===== src/rtl/cpu_stage_sequencer.sv =====
// Four-stage instruction sequencer (fetch/getRegs/readMem/writeBack) with a busy
// handshake and timeout on memory stages, plus single-level interrupt tracking.
module cpu_stage_sequencer #(
    parameter int TIMEOUT = 255,
    parameter int CNT_W   = 8
) (
    input  logic       clk,
    input  logic       reset,
    input  logic [3:0] instr_op,
    input  logic       busy,
    input  logic       int_req,
    output logic       fetch,
    output logic       getRegs,
    output logic       readMem,
    output logic       writeBack,
    output logic       ir_load,
    output logic       pc_advance,
    output logic       int_take,
    output logic       in_isr,
    output logic       bus_error
);
    localparam logic [3:0]       OP_RETI  = 4'h1;
    localparam logic [3:0]       OP_COPY  = 4'hC;
    localparam logic [3:0]       OP_WRITE = 4'hD;
    localparam logic [3:0]       OP_READ  = 4'hE;
    localparam logic [CNT_W-1:0] CNT_LAST = CNT_W'(TIMEOUT - 1);

    // One-hot encoding lets the stage outputs come straight from the state flops.
    typedef enum logic [3:0] {
        ST_IDLE      = 4'b0000,
        ST_FETCH     = 4'b0001,
        ST_GETREGS   = 4'b0010,
        ST_READMEM   = 4'b0100,
        ST_WRITEBACK = 4'b1000
    } stage_t;

    typedef enum logic [1:0] {
        PH_ISSUE,
        PH_WAIT_HI,
        PH_WAIT_LO
    } phase_t;

    stage_t           state, state_next;
    phase_t           phase, phase_next;
    logic [CNT_W-1:0] cnt, cnt_next;
    logic             int_req_d;
    logic             irq_pending, irq_pending_next;
    logic             ir_load_next, pc_advance_next, int_take_next;
    logic             in_isr_next, bus_error_next;
    logic             mem_stage, handshake_done, timed_out, stage_done, irq_edge;

    assign fetch     = state[0];
    assign getRegs   = state[1];
    assign readMem   = state[2];
    assign writeBack = state[3];

    always_ff @(posedge clk or negedge reset) begin
        if (!reset) begin
            state       <= ST_IDLE;
            phase       <= PH_ISSUE;
            cnt         <= '0;
            int_req_d   <= 1'b0;
            irq_pending <= 1'b0;
            ir_load     <= 1'b0;
            pc_advance  <= 1'b0;
            int_take    <= 1'b0;
            in_isr      <= 1'b0;
            bus_error   <= 1'b0;
        end else begin
            state       <= state_next;
            phase       <= phase_next;
            cnt         <= cnt_next;
            int_req_d   <= int_req;
            irq_pending <= irq_pending_next;
            ir_load     <= ir_load_next;
            pc_advance  <= pc_advance_next;
            int_take    <= int_take_next;
            in_isr      <= in_isr_next;
            bus_error   <= bus_error_next;
        end
    end

    always_comb begin
        mem_stage = 1'b0;
        case (state)
            ST_FETCH:     mem_stage = 1'b1;
            ST_READMEM:   mem_stage = (instr_op == OP_READ)  || (instr_op == OP_COPY);
            ST_WRITEBACK: mem_stage = (instr_op == OP_WRITE) || (instr_op == OP_COPY);
            default:      mem_stage = 1'b0;
        endcase

        handshake_done = (phase == PH_WAIT_LO) && !busy;
        timed_out      = mem_stage && (cnt == CNT_LAST);
        stage_done     = (state != ST_IDLE) && (!mem_stage || handshake_done || timed_out);

        state_next = state;
        case (state)
            ST_IDLE:      state_next = ST_FETCH;
            ST_FETCH:     if (stage_done) state_next = ST_GETREGS;
            ST_GETREGS:   if (stage_done) state_next = ST_READMEM;
            ST_READMEM:   if (stage_done) state_next = ST_WRITEBACK;
            ST_WRITEBACK: if (stage_done) state_next = ST_FETCH;
            default:      state_next = ST_IDLE;
        endcase

        // Busy is ignored in ISSUE so a stale high from the previous access is not mistaken for a new one.
        phase_next = phase;
        if ((state == ST_IDLE) || stage_done) begin
            phase_next = PH_ISSUE;
        end else begin
            case (phase)
                PH_ISSUE:   phase_next = PH_WAIT_HI;
                PH_WAIT_HI: if (busy) phase_next = PH_WAIT_LO;
                default:    phase_next = phase;
            endcase
        end

        cnt_next = cnt;
        if ((state == ST_IDLE) || stage_done) begin
            cnt_next = '0;
        end else if (mem_stage) begin
            cnt_next = cnt + CNT_W'(1);
        end

        irq_edge         = int_req && !int_req_d;
        ir_load_next     = stage_done && (state == ST_FETCH);
        pc_advance_next  = stage_done && (state == ST_WRITEBACK);
        int_take_next    = pc_advance_next && irq_pending && !in_isr;
        irq_pending_next = (irq_pending && !int_take_next) || irq_edge;

        // A RETI retiring with a request pending leaves it for the next retirement.
        in_isr_next = in_isr;
        if (int_take_next) begin
            in_isr_next = 1'b1;
        end else if (pc_advance_next && (instr_op == OP_RETI)) begin
            in_isr_next = 1'b0;
        end

        bus_error_next = bus_error || (timed_out && !handshake_done);
    end
endmodule


===== config.mk =====
export PLATFORM = sky130hd
export DESIGN_NAME = cpu_stage_sequencer
export DESIGN_NICKNAME = d
export VERILOG_FILES = /design/src/rtl/cpu_stage_sequencer.sv
export SDC_FILE = /design/constraint.sdc
export NUM_CORES = 1
export LEC_CHECK = 0
export CORE_UTILIZATION = 50
export CTS_BUF_LIST = sky130_fd_sc_hd__clkbuf_16
export CTS_CLUSTER_DIAMETER = 120
export DETAILED_ROUTE_END_ITERATION = 10
export PLACE_DENSITY = 0.72
export SLEW_MARGIN = 20
export SYNTH_ARGS = -nofsm -noshare
export SYNTH_HDL_FRONTEND = slang
export SYNTH_SLANG_ARGS = --single-unit

===== constraint.sdc =====
create_clock -name clk -period 2.2 [get_ports clk]
set_input_delay 0.33 -clock clk [delete_from_list [all_inputs] [get_ports clk]]
set_output_delay 0.33 -clock clk [all_outputs]
set_load 0.05 [all_outputs]

# Yosys cells after proc, flatten, opt, wreduce, memory -nomap -nowiden
# Cells that the tools add are included.
dict set report op_classes {
  add_sub_neg 1
  multipliers 0
  div_mod_pow 0
  order_cmp 0
  n_eq_ne 16
  n_shift 0
  n_mux 13
  bitwise_logic 0
  n_reduce_logical 32
}
# cell count
set op_table {}
lappend op_table {{4-bit case mux with 5 select lines} 1}
lappend op_table {{4-bit equality test (second input constant)} 4}
lappend op_table {{4-bit two-way mux} 4}
lappend op_table {{8-bit two-way mux} 2}
lappend op_table {{1-bit logical AND} 11}
lappend op_table {{8-bit by 1-bit adder with 8-bit output (second input constant)} 1}
lappend op_table {{4-bit by 1-bit equality test with 1-bit output (second input constant)} 2}
lappend op_table {{8-bit equality test (second input constant)} 1}
lappend op_table {{2-bit != test (second input constant)} 4}
lappend op_table {{1-bit logical OR} 7}
lappend op_table {{1-bit zero test} 6}
lappend op_table {{4-bit by 2-bit equality test with 1-bit output (second input constant)} 1}
lappend op_table {{4-bit by 3-bit equality test with 1-bit output (second input constant)} 1}
lappend op_table {{4-bit zero test} 1}
lappend op_table {{2-bit two-way mux} 2}
lappend op_table {{2-bit case mux with 2 select lines} 1}
lappend op_table {{4-bit AND reduction} 1}
lappend op_table {{2-bit nonzero test} 2}
lappend op_table {{4-bit nonzero test} 1}
lappend op_table {{3-bit != test (second input constant)} 1}
lappend op_table {{1-bit case mux with 3 select lines} 1}
lappend op_table {{3-bit nonzero test} 1}
lappend op_table {{2-bit by 1-bit equality test with 1-bit output (second input constant)} 1}
lappend op_table {{2-bit equality test (second input constant)} 1}
lappend op_table {{3 further kinds} 4}
dict set report word_totals {
  reg_bits 21
  latch_bits 0
  mem_bits_rw 0
  mem_bits_ro 0
  input_bits 8
  out_inout_bits 9
  wordCells 72
  memories 0
}

# Logic depth before layout (Yosys ltp)
dict set report logic_depth {
  depth_word 13
  ltp_mapped 7
  depth_no_buf 6
}

# Worst setup path after synthesis
# No wires, ideal clock.
dict set report synth_timing {
  path_kind {register to register}
  from {reg state[3]}
  to {reg state[3]}
  setup_time_ns 0.125
  arrival_ns 1.845
  required_ns 2.075
  path_slack_ns 0.229
  stages_incl_launch_ff 6
  period_less_slack_ns 1.971
  cell_sequence {dfrtp_1 -> and2b_4 -> nand4_4 -> a311oi_4 -> nand2_2 -> mux2_4}
}
dict set report synth_via {
  elab_chain_len 8
}
# item line_no
set synth_lines {}
lappend synth_lines {{start, declared} 43} ;# stage_t state, state_next;
lappend synth_lines {{start signal, assigned} 70} ;# state <= state_next;
lappend synth_lines {{4-bit equality test (tied with other cells)} {85, 97}}
lappend synth_lines {{1-bit case mux with 3 select lines} 85} ;# case (state)
lappend synth_lines {{1-bit zero test} 94} ;# stage_done = (state != ST_IDLE) && (!mem_stage || handshake_done || timed_out);
lappend synth_lines {{1-bit logical OR (2 in a row)} 94}
lappend synth_lines {{1-bit logical AND} 94}
lappend synth_lines {{2-bit != test (no line)} --}
lappend synth_lines {{4-bit AND reduction (no line)} --}
# Several ways; a longest one is shown, not always the timed one.
# A chain may end at the register's enable or synchronous reset.

# Worst setup path after layout
dict set report layout_timing {
  from {reg state[1]}
  to {out getRegs}
}
# item line_no
set layout_rtl {}
lappend layout_rtl {{end, declared} 13} ;# output logic getRegs,
# No word-level cell between the ends.

==> results.json <==
{
  "die_width_um": 46.6,
  "syn-num-nets": 102,
  "cts.sinks": 21,
  "cts_root_buffer": "clkbuf_16",
  "r2r_start": "state[0]$_DFFE_PN0P_",
  "hold_viol_final": 0,
  "path_cells": "clkdlybuf4s50_1",
  "top_register": "cnt",
  "die_height_um": 46.6,
  "power.density_nw_per_um2": 1020,
  "initial_utilization_pct": 55.1,
  "dieArea_um2": 2170,
  "reg2reg_slack_ns": 0.34,
  "worst_pin_slew_ns": 0.495,
  "ant_nets": 0,
  "yosysMostFrequentCell": "dfrtp_1",
  "seq_power_share_pct": 40.0,
  "crit_buf_inv": 1,
  "syn_inst": 92,
  "globalplace.congestion": 0.765,
  "p_clk_share_pct": 28.6,
  "syn2layout_area_growth_pct": 29.1,
  "yosys_warnings": 0,
  "synth_top_area_share_pct": 52.9,
  "drc": 0,
  "required_ns": 1.87,
  "placementRows": 15,
  "htree_levels": 1,
  "p_leak_uw": 0.000568,
  "insertedDiodeCount": 0,
  "min_period_ns": 1.96,
  "r2r-end": "state[3]$_DFFE_PN0P_",
  "ff2ff_path_depth": 5,
  "path_delay_family": "buffers and inverters",
  "antenna_found_initial": 0,
  "synth_common_cells": "21 x dfrtp_1, 15 x nor2_1, 7 x nand3_1, 5 x inv_1, 5 x xor2_1",
  "ctsResizeCount": 0,
  "hold_buffers": 0,
  "io_pins": 17,
  "core_area_um2": 1800,
  "post_route_cells_drive_above_1_share_pct": 11.4,
  "fin_worst_skew_ns": 0.00112,
  "cp.arrival_ns": 1.63,
  "hold_class": "input port to async pin",
  "clock_path_buffers": 2,
  "async_flop_share_pct": 100,
  "viasPerCell": 5.45,
  "port_buffers": 16,
  "p_sw_share_pct": 34.5,
  "drt-wirelength-per-cell_um": 13.2,
  "crit_fanout": 8,
  "worstSkewPairLatency_ns": 0.25,
  "synth_seq_cells": 21,
  "post_cts_buffers": 0,
  "worstSetupPathType": "flop to output pin",
  "seq_area_frac_synth_pct": 52.9,
  "fmax_mhz": 511,
  "synth_cell_types": 33,
  "ir_drop_mv": 0.698,
  "drtIter0Drc": 7,
  "finalSetupViolCount": 0,
  "wirelength_um": 1840,
  "hpwl_um": 1300,
  "max-slew-margin-rel_pct": 66.9,
  "synthTopCellsByArea": "dfrtp_1 53%, nor2_1 5.7%, xor2_1 4.4%",
  "power.total_uw": 1310,
  "ys.flop_type": "dfrtp_1",
  "yosysTopAreaCell": "dfrtp_1",
  "crit_path_start_kind": "flop",
  "p_int_uw": 857,
  "finalMaxSlewViolations": 0,
  "rsz0062_at_grt": "no",
  "cts_tree": "done",
  "clk_pin_slew_ns": 0.05,
  "grt_pass1_vias": 687,
  "drt-pass1-iter-count": 4,
  "end_kind": "output pin",
  "status": "finished clean",
  "syn_area_um2": 993,
  "synth_enable_flop_cells": 0,
  "track_usage_pct": 21.3,
  "critPathMaxStageDelay_ns": 0.86,
  "grt_pass1_wl_um": 3080,
  "p_switching_uw": 452,
  "fin_crit_sh_pct": 89.0,
  "placed_cells": 135,
  "final_nets": 125,
  "tns_ns": 0,
  "numCtsBuffers": 3,
  "slowest_stage": "clkdlybuf4s50_1",
  "via_count": 757,
  "power_frac_comb_pct": 31.4,
  "stdcell_count": 139,
  "syn_avg_cell_area_um2": 10.8,
  "reg_top3": "cnt: 8 flops, state: 4 flops, phase: 2 flops",
  "largest_reg_flops": 8,
  "grt-ovfl-total": 0,
  "grt_max_degree": 22,
  "drv_cap": 0
}
==> final cells by class <==
type / count / area [µm²]
Clock buffer: 3 / 75.1
Multi-Input combinational cell: 65 / 444
Timing Repair Buffer: 19 / 183
Tap cell: 25 / 31.3
Fill cell: 146 / 519
Inverter: 5 / 18.8
Sequential cell: 21 / 526
Clock inverter: 1 / 5.00
==> worst max path at each step <==
stage                     cells after the start            startpoint  slack [ns]                    to
after floorplan                               5  state[3]$_DFFE_PN0P_        0.23  state[3]$_DFFE_PN0P_
after global placement                        5           instr_op[2]        0.16  state[3]$_DFFE_PN0P_
after detailed placement                      5           instr_op[2]        0.10  state[3]$_DFFE_PN0P_
after CTS                                     1  state[1]$_DFFE_PN0P_        0.24               getRegs
after global routing                          1  state[1]$_DFFE_PN0P_        0.18               getRegs
final                                         1  state[1]$_DFFE_PN0P_        0.24               getRegs
==> cells in the final DEF (no fill, tap or decap), types with 2 or more instances in the layout <==
master,count
a21oi_1,2
and4_1,2
buf_4,3
clkbuf_16,3
clkdlybuf4s50_1,16
dfrtp_1,21
ha_1,2
inv_1,5
nand2_1,4
nand3_1,7
nand4_1,2
nor2_1,15
nor3_1,2
nor4_1,2
o21ai_0,3
xor2_1,5
==> worst reg2reg max path: stages (launching register included) <==
cell	delay (ns)
dfrtp_1	0.46
and2b_4	0.33
nand4_4	0.12
a311oi_4	0.41
nand2_2	0.12
mux2_4	0.31
==> layer usage <==
layer	share of wire, %	track usage (%)
met1	48	29.9
met2	45	29.4
met3	4.6	7.45
met4	2.7	8.82
met5	0	0
==> power groups by stage <==
stage,combinational [µW],sequential [µW],clock [µW]
finish,411,524,374
global route,465,535,396
CTS,417,523,383
detailed placement,413,530,0
global placement,402,527,0
floorplan,224,579,0
==> through the flow <==
stage               hold slack [ns]  setup slack [ns]  area, µm²  utilization (%)
finish                        0.423             0.242       1280             71.2
floorplan                    0.0344             0.229        993                -
CTS                           0.434             0.240       1280             71.2
global placement              0.418             0.163       1200             66.7
detailed placement            0.424             0.103       1200             66.7
global route                  0.452             0.182       1280             71.2
==> kinds of logic (layout without fill, tap and decap cells) <==
logic type,Yosys count,in the layout,synth area share [%]
compound gates,12,12,10.5
mux,2,2,2.52
simple gates,43,43,23.9
xor+xnor,6,6,5.29
buf+inv,6,28,2.39
fa+ha+maj,2,2,2.52
flops,21,21,52.9
(Power assumes the default switching activity.)
